[src/rtl/upsample_read_ctrl_pkg.sv]
// Shared constants and FSM encoding for the 2x nearest-neighbour upsample read controller.
package upsample_read_ctrl_pkg;

    localparam int unsigned UPS_DATA_R     = 128;
    localparam int unsigned UPS_DEPTH_R    = 11;
    localparam int unsigned UPS_ROWS_W     = 10;
    localparam int unsigned UPS_SWITCH_CYC = 3;

    typedef enum logic [2:0] {
        ST_IDLE,
        ST_WAIT_ROW,
        ST_READ,
        ST_SWITCH,
        ST_DONE
    } ups_state_e;

endpackage

[src/rtl/upsample_read_ctrl_if.sv]
// FIFO read-side and upsampled output stream signals of the upsample read controller.
interface upsample_read_ctrl_if
    import upsample_read_ctrl_pkg::*;
#(
    parameter int unsigned DATA_R  = UPS_DATA_R,
    parameter int unsigned DEPTH_R = UPS_DEPTH_R
);

    logic               fifo_rden;
    logic [DATA_R-1:0]  fifo_rddata;
    logic               fifo_change_point;
    logic [DEPTH_R-1:0] fifo_empty_thr;
    logic               fifo_ready_for_output;
    logic               fifo_empty;

    logic [DATA_R-1:0]  out_data;
    logic               out_valid;
    logic               out_ready;
    logic               out_row_last;
    logic               out_frame_last;

    modport master (
        output fifo_rden, fifo_change_point, fifo_empty_thr,
        input  fifo_rddata, fifo_ready_for_output, fifo_empty,
        output out_data, out_valid, out_row_last, out_frame_last,
        input  out_ready
    );

    modport slave (
        input  fifo_rden, fifo_change_point, fifo_empty_thr,
        output fifo_rddata, fifo_ready_for_output, fifo_empty,
        input  out_data, out_valid, out_row_last, out_frame_last,
        output out_ready
    );

endinterface

[src/rtl/upsample_dup_buf.sv]
// Two-entry output buffer; every stored word is presented as two consecutive beats.
module upsample_dup_buf
    import upsample_read_ctrl_pkg::*;
#(
    parameter int unsigned DATA_R = UPS_DATA_R
) (
    input  logic              system_clk,
    input  logic              rst_n,
    input  logic              i_push,
    input  logic [DATA_R-1:0] i_data,
    output logic              o_not_full,
    output logic              o_valid,
    output logic [DATA_R-1:0] o_data,
    input  logic              i_ready
);

    logic [DATA_R-1:0] r_mem [2];
    logic              r_wr_ptr;
    logic              r_rd_ptr;
    logic              r_dup;
    logic [1:0]        r_count;
    logic              w_beat;
    logic              w_free;

    assign o_valid    = (r_count != 2'd0);
    assign o_data     = r_mem[r_rd_ptr];
    assign o_not_full = (r_count != 2'd2);
    assign w_beat     = o_valid & i_ready;
    // An entry is released only once its second (duplicate) beat is accepted.
    assign w_free     = w_beat & r_dup;

    always_ff @(posedge system_clk or negedge rst_n) begin
        if (!rst_n) begin
            r_mem[0] <= '0;
            r_mem[1] <= '0;
            r_wr_ptr <= 1'b0;
            r_rd_ptr <= 1'b0;
            r_dup    <= 1'b0;
            r_count  <= 2'd0;
        end else begin
            if (i_push) begin
                r_mem[r_wr_ptr] <= i_data;
                r_wr_ptr        <= ~r_wr_ptr;
            end
            if (w_beat) begin
                r_dup <= ~r_dup;
                if (r_dup) begin
                    r_rd_ptr <= ~r_rd_ptr;
                end
            end
            case ({i_push, w_free})
                2'b10:   r_count <= r_count + 2'd1;
                2'b01:   r_count <= r_count - 2'd1;
                default: r_count <= r_count;
            endcase
        end
    end

endmodule

[src/rtl/upsample_read_ctrl.sv]
// Read-side controller: each row is read twice (virtual then real pointer) and each word is
// emitted twice, producing a 2x nearest-neighbour upsampled stream.
module upsample_read_ctrl
    import upsample_read_ctrl_pkg::*;
#(
    parameter int unsigned DATA_R  = UPS_DATA_R,
    parameter int unsigned DEPTH_R = UPS_DEPTH_R,
    parameter int unsigned ROWS_W  = UPS_ROWS_W
) (
    input  logic                 system_clk,
    input  logic                 rst_n,
    input  logic                 start,
    input  logic [DEPTH_R-1:0]   row_words,
    input  logic [ROWS_W-1:0]    row_num,
    upsample_read_ctrl_if.master bus,
    output logic                 busy,
    output logic                 done
);

    localparam int unsigned         SW_W    = $clog2(UPS_SWITCH_CYC);
    localparam logic [SW_W-1:0]     SW_LAST = SW_W'(UPS_SWITCH_CYC - 1);
    localparam logic [SW_W-1:0]     SW_ONE  = SW_W'(1);
    localparam logic [DEPTH_R:0]    CNT_ONE = (DEPTH_R + 1)'(1);
    localparam logic [ROWS_W-1:0]   ROW_ONE = ROWS_W'(1);

    ups_state_e         r_state;
    ups_state_e         w_next;
    logic               r_psel;
    logic [DEPTH_R-1:0] r_row_words;
    logic [ROWS_W-1:0]  r_row_num;
    logic [ROWS_W-1:0]  r_row_cnt;
    logic [DEPTH_R:0]   r_rd_cnt;
    logic [DEPTH_R:0]   r_beat_cnt;
    logic [SW_W-1:0]    r_sw_cnt;

    logic [DEPTH_R:0]   w_row_beats;
    logic               w_buf_not_full;
    logic               w_rden;
    logic               w_beat;
    logic               w_drained;
    logic               w_last_row;
    logic               w_row_last;

    assign w_row_beats = {r_row_words, 1'b0};
    assign w_beat      = bus.out_valid & bus.out_ready;
    assign w_drained   = (r_rd_cnt == {1'b0, r_row_words}) && (r_beat_cnt == w_row_beats);
    assign w_last_row  = (r_row_cnt == r_row_num - ROW_ONE);
    assign w_row_last  = bus.out_valid && (r_beat_cnt == w_row_beats - CNT_ONE);

    upsample_dup_buf #(.DATA_R(DATA_R)) u_dup_buf (
        .system_clk (system_clk),
        .rst_n      (rst_n),
        .i_push     (w_rden),
        .i_data     (bus.fifo_rddata),
        .o_not_full (w_buf_not_full),
        .o_valid    (bus.out_valid),
        .o_data     (bus.out_data),
        .i_ready    (bus.out_ready)
    );

    always_comb begin
        w_next                 = r_state;
        w_rden                 = 1'b0;
        bus.fifo_rden          = 1'b0;
        bus.fifo_change_point  = 1'b0;
        bus.fifo_empty_thr     = r_row_words;
        bus.out_row_last       = 1'b0;
        bus.out_frame_last     = 1'b0;
        busy                   = (r_state != ST_IDLE);
        done                   = 1'b0;
        case (r_state)
            ST_IDLE: begin
                if (start) begin
                    w_next = ((row_words == '0) || (row_num == '0)) ? ST_DONE : ST_WAIT_ROW;
                end
            end
            ST_WAIT_ROW: begin
                // Pass 2 re-reads a row already resident, so only pass 1 waits on the threshold.
                if (r_psel || !bus.fifo_ready_for_output) begin
                    w_next = ST_READ;
                end
            end
            ST_READ: begin
                w_rden             = w_buf_not_full & ~bus.fifo_empty &
                                     (r_rd_cnt < {1'b0, r_row_words});
                bus.fifo_rden      = w_rden;
                bus.out_row_last   = w_row_last;
                bus.out_frame_last = w_row_last & r_psel & w_last_row;
                if (w_drained) begin
                    w_next = ST_SWITCH;
                end
            end
            ST_SWITCH: begin
                bus.fifo_change_point = (r_sw_cnt == '0);
                // r_psel already holds the toggled value here; 0 means pass 2 has just finished.
                if (r_sw_cnt == SW_LAST) begin
                    w_next = (!r_psel && w_last_row) ? ST_DONE : ST_WAIT_ROW;
                end
            end
            ST_DONE: begin
                done   = 1'b1;
                w_next = ST_IDLE;
            end
            default: w_next = ST_IDLE;
        endcase
    end

    always_ff @(posedge system_clk or negedge rst_n) begin
        if (!rst_n) begin
            r_state     <= ST_IDLE;
            r_psel      <= 1'b0;
            r_row_words <= '0;
            r_row_num   <= '0;
            r_row_cnt   <= '0;
            r_rd_cnt    <= '0;
            r_beat_cnt  <= '0;
            r_sw_cnt    <= '0;
        end else begin
            r_state <= w_next;
            case (r_state)
                ST_IDLE: begin
                    if (start) begin
                        r_row_words <= row_words;
                        r_row_num   <= row_num;
                        r_row_cnt   <= '0;
                        r_rd_cnt    <= '0;
                        r_beat_cnt  <= '0;
                        r_sw_cnt    <= '0;
                        r_psel      <= 1'b0;
                    end
                end
                ST_WAIT_ROW: begin
                    r_rd_cnt   <= '0;
                    r_beat_cnt <= '0;
                    r_sw_cnt   <= '0;
                end
                ST_READ: begin
                    if (w_rden) begin
                        r_rd_cnt <= r_rd_cnt + CNT_ONE;
                    end
                    if (w_beat) begin
                        r_beat_cnt <= r_beat_cnt + CNT_ONE;
                    end
                end
                ST_SWITCH: begin
                    if (r_sw_cnt == '0) begin
                        r_psel <= ~r_psel;
                    end
                    if (r_sw_cnt == SW_LAST) begin
                        r_sw_cnt <= '0;
                        if (!r_psel) begin
                            r_row_cnt <= r_row_cnt + ROW_ONE;
                        end
                    end else begin
                        r_sw_cnt <= r_sw_cnt + SW_ONE;
                    end
                end
                default: begin
                end
            endcase
        end
    end

endmodule

[src/flat_wrapper.sv]
// flat-port wrapper written by rule: the top's interface ports become plain ports
module upsample_read_ctrl_flat import upsample_read_ctrl_pkg::*;
#(
    parameter int unsigned DATA_R  = UPS_DATA_R,
    parameter int unsigned DEPTH_R = UPS_DEPTH_R,
    parameter int unsigned ROWS_W  = UPS_ROWS_W
)
  (system_clk, rst_n, start, row_words, row_num, busy, done, bus_fifo_rden, bus_fifo_change_point, bus_fifo_empty_thr, bus_fifo_rddata, bus_fifo_ready_for_output, bus_fifo_empty, bus_out_data, bus_out_valid, bus_out_row_last, bus_out_frame_last, bus_out_ready);
  upsample_read_ctrl_if #(.DATA_R(DATA_R), .DEPTH_R(DEPTH_R)) bus_i ();
  input  logic system_clk;
  input  logic rst_n;
  input  logic start;
  input  logic [DEPTH_R-1:0] row_words;
  input  logic [ROWS_W-1:0] row_num;
  output logic busy;
  output logic done;
  output wire logic [$bits(bus_i.fifo_rden)-1:0] bus_fifo_rden;
  output wire logic [$bits(bus_i.fifo_change_point)-1:0] bus_fifo_change_point;
  output wire logic [$bits(bus_i.fifo_empty_thr)-1:0] bus_fifo_empty_thr;
  input wire logic [$bits(bus_i.fifo_rddata)-1:0] bus_fifo_rddata;
  input wire logic [$bits(bus_i.fifo_ready_for_output)-1:0] bus_fifo_ready_for_output;
  input wire logic [$bits(bus_i.fifo_empty)-1:0] bus_fifo_empty;
  output wire logic [$bits(bus_i.out_data)-1:0] bus_out_data;
  output wire logic [$bits(bus_i.out_valid)-1:0] bus_out_valid;
  output wire logic [$bits(bus_i.out_row_last)-1:0] bus_out_row_last;
  output wire logic [$bits(bus_i.out_frame_last)-1:0] bus_out_frame_last;
  input wire logic [$bits(bus_i.out_ready)-1:0] bus_out_ready;
  assign bus_fifo_rden = bus_i.fifo_rden;
  assign bus_fifo_change_point = bus_i.fifo_change_point;
  assign bus_fifo_empty_thr = bus_i.fifo_empty_thr;
  assign bus_i.fifo_rddata = bus_fifo_rddata;
  assign bus_i.fifo_ready_for_output = bus_fifo_ready_for_output;
  assign bus_i.fifo_empty = bus_fifo_empty;
  assign bus_out_data = bus_i.out_data;
  assign bus_out_valid = bus_i.out_valid;
  assign bus_out_row_last = bus_i.out_row_last;
  assign bus_out_frame_last = bus_i.out_frame_last;
  assign bus_i.out_ready = bus_out_ready;
  upsample_read_ctrl #(.DATA_R(DATA_R), .DEPTH_R(DEPTH_R), .ROWS_W(ROWS_W)) u_core (.system_clk(system_clk), .rst_n(rst_n), .start(start), .row_words(row_words), .row_num(row_num), .bus(bus_i), .busy(busy), .done(done));
endmodule
[config.mk]
export PLATFORM = sky130hd
export DESIGN_NAME = upsample_read_ctrl_flat
export DESIGN_NICKNAME = d
export VERILOG_FILES = /design/src/rtl/upsample_read_ctrl_pkg.sv /design/src/rtl/upsample_read_ctrl_if.sv /design/src/rtl/upsample_dup_buf.sv /design/src/rtl/upsample_read_ctrl.sv /design/src/flat_wrapper.sv
export SDC_FILE = /design/constraint.sdc
export NUM_CORES = 1
export LEC_CHECK = 0
export CAP_MARGIN = 10
export CORE_MARGIN = 5
export CORE_UTILIZATION = 47
export CTS_CLUSTER_SIZE = 28
export DETAILED_ROUTE_END_ITERATION = 8
export PLACE_DENSITY_LB_ADDON = 0.12
export REMOVE_ABC_BUFFERS = 1
export SLEW_MARGIN = 10
export SYNTH_ARGS = -nofsm -noshare
export SYNTH_HDL_FRONTEND = slang
export SYNTH_SLANG_ARGS = --single-unit
[constraint.sdc]
create_clock -name system_clk -period 2.65 [get_ports system_clk]
set_input_delay 0.265 -clock system_clk [delete_from_list [all_inputs] [get_ports system_clk]]
set_output_delay 0.265 -clock system_clk [all_outputs]
set_load 0.01 [all_outputs]
Word level (Yosys, flattened, before mapping)
Cells that the tools add are included.

Register bits after elaboration: 322. Word-level logic and storage cells: 119. Input bits: 155. Output and inout bits: 146.

Eq/ne operators: 20. Multiplexer cells: 34. Order comparisons: 4. Bitwise logic cells: 13. Reduce and logical (&&, ||, !) cells: 26. Add/sub/neg operators: 8.

Operators by type and width (count): 128-bit 2-to-1 mux (4); 256-bit bitwise mux (1); 128-bit demux with 1-bit select (1); 12-bit case mux with 3 select lines (2); 12-bit 2-to-1 mux (3); 10-bit 2-to-1 mux (3); 12-bit by 1-bit adder with 12-bit output, second input constant (2); 12-bit equality test (2); 10-bit case mux with 2 select lines (1); 3-bit 2-to-1 mux (6); 12-bit by 11-bit equality test with 1-bit output (1); 12-bit by 11-bit less-than comparator with 1-bit output (1); 3-bit case mux with 4 select lines (1); 12-bit by 1-bit subtractor with 12-bit output, second input constant (1); 11-bit logical NOT (1); 10-bit by 1-bit adder with 10-bit output, second input constant (1); 10-bit equality test (1); 10-bit logical NOT (1); 2-bit != test, second input constant (5); 10-bit by 1-bit subtractor with 10-bit output, second input constant (1); 3-bit AND reduction (3); 3-bit nonzero test (3); 2-bit by 1-bit != test with 1-bit output, second input constant (4); 4-bit AND reduction (2); 24 further kinds (54).

Logic depth before layout (Yosys ltp)
Word-level depth: 6. Gate-level depth with buffers: 12. Gate-level depth less buffers: 11.

Hierarchy
Synthesis repeated with hierarchy kept, for this count alone.

Cell total of the unflattened synthesis: 1139. Area total of the unflattened synthesis: 15791.4 sq um.

By module, submodules not included: upsample_dup_buf (seq. area each 6531.3 sq um, instances 1, area an instance 11825.1 sq um, cells an instance 702); upsample_read_ctrl (seq. area each 1526.5 sq um, instances 1, area an instance 3966.3 sq um, cells an instance 437).

Least setup slack after synthesis
No wires, ideal clock.

Path type: reg2reg. Start point: register u_core.r_row_words[5], in the netlist u_core.bus.fifo_empty_thr[5]. End point: register u_core.u_dup_buf.r_count[1]. Data arrival time: 2.567 ns. Buffers on the path: 1. Clock period less this slack: 2.647 ns. Cell stages (with the launch flop): 12. Data required time: 2.570 ns. Library setup time: 0.080 ns. Path slack: 0.003 ns. Cell sequence: dfrtp_1 > inv_1 > ha_1 > a21o_1 > a21o_1 > a21oi_1 > o211ai_1 > clkbuf_1 > or2_2 > ha_1 > nor2_1 > xnor2_1.

Cells in the longest elaborated chain, start to end: 5. Elaborated cells between the ends (all ways): 7. Classes of those cells: 1 x order compare; 2 x eq/ne; 2 x mux; 1 x bitwise; 1 x reduce/logical.

RTL lines: from (decl) (line upsample_read_ctrl.sv:29) `logic [DEPTH_R-1:0] r_row_words;`; from (signal assigned) (line upsample_read_ctrl.sv:123) `r_row_words <= row_words;`; 12-bit by 11-bit less-than comparator with 1-bit output * (line upsample_read_ctrl.sv:85) `(r_rd_cnt < {1'b0, r_row_words});`; 1-bit bitwise AND * (line upsample_read_ctrl.sv:84) `w_rden = w_buf_not_full & ~bus.fifo_empty &`; 1-bit 2-to-1 mux * (line upsample_read_ctrl.sv:71) `case (r_state)`; 2-bit by 1-bit equality test with 1-bit output or 2-bit equality test (tied branches) (line upsample_dup_buf.sv:51) `case ({i_push, w_free})`; 2-bit case mux with 2 select lines or 2-bit nonzero test (tied branches); to (signal assigned) (line upsample_dup_buf.sv:52) `2'b10: r_count <= r_count + 2'd1;`; to (signal assigned) (line upsample_dup_buf.sv:53) `2'b01: r_count <= r_count - 2'd1;`; to (signal assigned) (line upsample_dup_buf.sv:54) `default: r_count <= r_count;`; to (decl) (line upsample_dup_buf.sv:21) `logic [1:0] r_count;`.

Mark *: on every way between the ends. The rest lies on a longest branch, timed or not. A chain may end at the register's enable or synchronous reset.

Worst setup path in the final report
Start point: register u_core.r_row_num[6]. End point: output port bus_out_frame_last.

Cells in the longest elaborated chain, start to end: 4.

RTL lines: from (decl) (line upsample_read_ctrl.sv:30) `logic [ROWS_W-1:0] r_row_num;`; from (signal assigned) (line upsample_read_ctrl.sv:124) `r_row_num <= row_num;`; 10-bit by 1-bit subtractor with 10-bit output (line upsample_read_ctrl.sv:47) `assign w_last_row = (r_row_cnt == r_row_num - ROW_ONE);`; 10-bit equality test (line upsample_read_ctrl.sv:47); 1-bit bitwise AND (line upsample_read_ctrl.sv:88) `bus.out_frame_last = w_row_last & r_psel & w_last_row;`; 1-bit 2-to-1 mux (line upsample_read_ctrl.sv:71); to (decl) (line flat_wrapper.sv:26) `output wire logic [$bits(bus_i.out_frame_last)-1:0] bus_out_frame_last;`.

Every way passes these cells.

==> run_results.csv <==
group,metric,value,unit
status,failed_checks,"negative setup slack",
worst_setup_path,path_buf_inv,1,
synthesis,yosysWarnings,0,
placed_design,place_inst,1888,
clock_tree,numCtsBuffers,36,
worst_setup_path,worstPathArrival,2.69,ns
die,dieArea,35900,sq um
clock_tree,cts.sink_count,322,
final_layout,nets,1765,
route,drt-wirelength-per-cell,21.30,microns
clock_tree,path_clk_slew,0.06,ns
synthesis,synth-edff-count,0,
global_route,antenna_found_initial,2,
worst_setup_path,reg2reg_from,"u_core.bus.fifo_empty_thr[1]",
final_layout,antenna_cells,0,
sta,tns,-23.00,ns
synthesis,syn_avg_cell_area,13.26,sq um
synthesis,async_flop_share,1.000,
die,die_x,189.5,microns
synthesis,synthTopCellsByArea,"dfrtp_1 53%, mux2_2 29%, xor2_1 1.6%",
die,rows,65,
synthesis,yosys_most_used_dff,"dfrtp_1",
power_and_ir_drop,power.density,1243,nW/um^2
sta,min_period,2.957,ns
worst_setup_path,worstPathMaxFanout,2,
power_and_ir_drop,pwr-share-seq,0.303,
global_route,grt_overflow,0,
route,wl,43060,microns
worst_setup_path,crit_start,"u_core.r_row_num[6]",
worst_setup_path,crit_path_end_kind,"output port",
global_route,grt_pass1_vias,11160,
sta,worst_pin_slew,0.6221,ns
power_and_ir_drop,p_clk_frac,0.182,
sta,layout_setup_ws,-0.3074,ns
route,vias,10900,
route,drt_iter0_drc,443,
power_and_ir_drop,total_leakage_power,9.801,nW
power_and_ir_drop,switching_share,0.3165,
sta,rsz0062_at_grt,"yes",
route,dr.pass1.iters,6,
power_and_ir_drop,p_int,0.01897,W
power_and_ir_drop,peakVddDrop,0.6846,mV
worst_setup_path,crit_path_start_kind,"flip-flop",
die,initial_core_util,0.4773,
flow_run,max_cap_violations,0,
synthesis,ys_seq_area_frac,0.5322,
worst_setup_path,cp_top_family,"simple AND/OR/NAND/NOR gates",
placed_design,routabilityCongestion,0.8346,
final_layout,area_delta_synth_final,47.50,%
placed_design,portBuffers,300,
worst_setup_path,cp.required,2.38,ns
sta,slew_headroom,0.5821,
worst_setup_path,cp_slowest_stage_delay,0.54,ns
power_and_ir_drop,power.switching,0.008786,W
power_and_ir_drop,combPwrFrac,0.515,
clock_tree,cts_tree,"built",
sta,finClkSkew,0.01161,ns
synthesis,synth_cells,1142,
worst_setup_path,crit_top_cell,"or4_4",
final_layout,drive_above_1_share,0.4114,
final_layout,fin_cells,2021,
die,core_area,31720,sq um
placed_design,dp.final_hpwl,26310,microns
synthesis,synth_top_cell_by_area,"dfrtp_1",
synthesis,synth_top_area_share,0.5322,
clock_tree,cts_buffer_depth,3,
clock_tree,clk_latency,0.51,ns
synthesis,synthTopCellsByCount,"393 x mux2_2, 322 x dfrtp_1, 46 x nand2_1, 31 x nor2_1, 29 x o21ai_0",
clock_tree,h-tree-depth,2,
global_route,grt_pass1_wl,61060,microns
route,ant_nets,0,
sta,drv_slew,0,
synthesis,ys_ff_latch,322,
sta,setup_viol,221,
synthesis,synth_most_common_cell,"mux2_2",
route,drc_errors,0,
worst_setup_path,critPathSlowestCell,"or4_4",
synthesis,synth_cell_types,65,
final_layout,finalCoreUtilization,0.7040,
worst_setup_path,critPathKind,"reg -> out",
synthesis,synth_area,15140,sq um
die,fp.dieH,189.5,microns
status,status,"finished, violations left",
sta,max_freq,338.1,MHz
min_path,hold_path.class,"in -> async",
global_route,grt_max_degree,66,
placed_design,dp_slack,-0.4869,ns
worst_setup_path,cp_cell_sequence,"or4_4 -> or4_4 -> a211oi_2 -> o32a_2 -> and2_4 -> and4_1 -> buf_6",
sta,final_hold_viol_count,0,
route,viasPerCell,5.392,
sta,hold_ws,0.2598,ns
global_route,grtUsageTotal,0.2077,
die,pin_count,301,
sta,fin_crit_sh,1.116,
clock_tree,cts_root_buf,"clkbuf_16",
==> registers in the layout, summed over array words and instances, names as in the netlist, 3 cells and up <==
register                   cells
u_core.r_row_cnt              10
u_core.r_row_num              10
u_core.r_beat_cnt             12
u_core.u_dup_buf.r_mem       256
u_core.r_state                 3
u_core.bus.fifo_empty_thr     11
u_core.r_rd_cnt               12
==> power groups by stage <==
stage	Sequential (W)	Combinational, W	Clock (W)
floorplan	0.00840	0.00656	0
global placement	0.00827	0.0122	0
detailed placement	0.00841	0.0123	0
CTS	0.00836	0.0128	0.00516
global route	0.00867	0.0152	0.00537
finish	0.00842	0.0143	0.00505
==> final cells by class <==
type	count	area [sq um]
clock inverters	17	202.7
repair buffers	468	5085
flip-flops and latches	322	8064
clock buffers	47	992.2
fillers	2226	9388
inverters	24	90.09
well taps	402	503.0
multi-input cells	741	7393
==> worst paths after layout <==
kind                                                 to  slack, ns  depth (start not counted)
hold reg to reg                  u_core.u_dup_buf.r_dup       0.48                          1
min in group system_clk    u_core.bus.fifo_empty_thr[9]       0.36                          3
hold / removal              u_core.u_dup_buf.r_mem[126]       0.26                          2
setup reg to reg            u_core.u_dup_buf.r_mem[205]      -0.17                         14
max in group asynchronous   u_core.u_dup_buf.r_mem[156]       1.55                          3
setup / recovery                     bus_out_frame_last      -0.31                          7
==> what timing repair did <==
action                                  4_1_cts  5_1_grt
resized for setup                            69      155
endpoints found under the hold margin        52        0
hold buffers                                  1        0
buffers inserted                             11       33
pin swaps                                    17        6
cloned                                        4       27
endpoints found under the setup margin       93      313
==> placed cells by master (no fill, tap or decap), types with 20 or more instances in the layout <==
| cell type | netlist | layout |
|---|---|---|
| o21ai_0 | 29 | 29 |
| buf_12 | 0 | 28 |
| a21oi_1 | 22 | 20 |
| clkbuf_16 | 0 | 53 |
| nor2_1 | 31 | 30 |
| clkdlybuf4s50_1 | 0 | 296 |
| nand2_1 | 46 | 45 |
| buf_4 | 11 | 99 |
| dfrtp_1 | 322 | 319 |
| xor2_1 | 27 | 27 |
| mux2_2 | 393 | 273 |
| inv_1 | 24 | 20 |
| mux2_4 | 0 | 120 |
==> cells by family after synthesis <==
logic type | Yosys count | share of synthesized area
muxes | 398 | 0.2956
DFF | 322 | 0.5322
and+or+nand+nor | 171 | 0.05926
AOI/OAI and AO/OA | 107 | 0.04802
buffers and inverters | 81 | 0.02421
xor gates and xnor gates | 46 | 0.02661
adders and majority gates | 17 | 0.01405
==> through the flow <==
step,power [W],instance area (sq um)
finish,0.02776,22330
global route,0.02921,22330
CTS,0.02633,20940
detailed placement,0.02072,19300
global placement,0.02047,19300
floorplan,0.01496,14860
==> per-layer routing <==
metal,track usage,routed length (microns),vias up,part of all wire
met1,0.2891,19360,5500,0.45
met4,0.04925,916,4,0.021
met3,0.03798,2206,73,0.051
met5,0,26,-,0.00060
li1,-,-,5045,-
met2,0.3410,20550,276,0.48
Power figures use the tool's default switching activity.
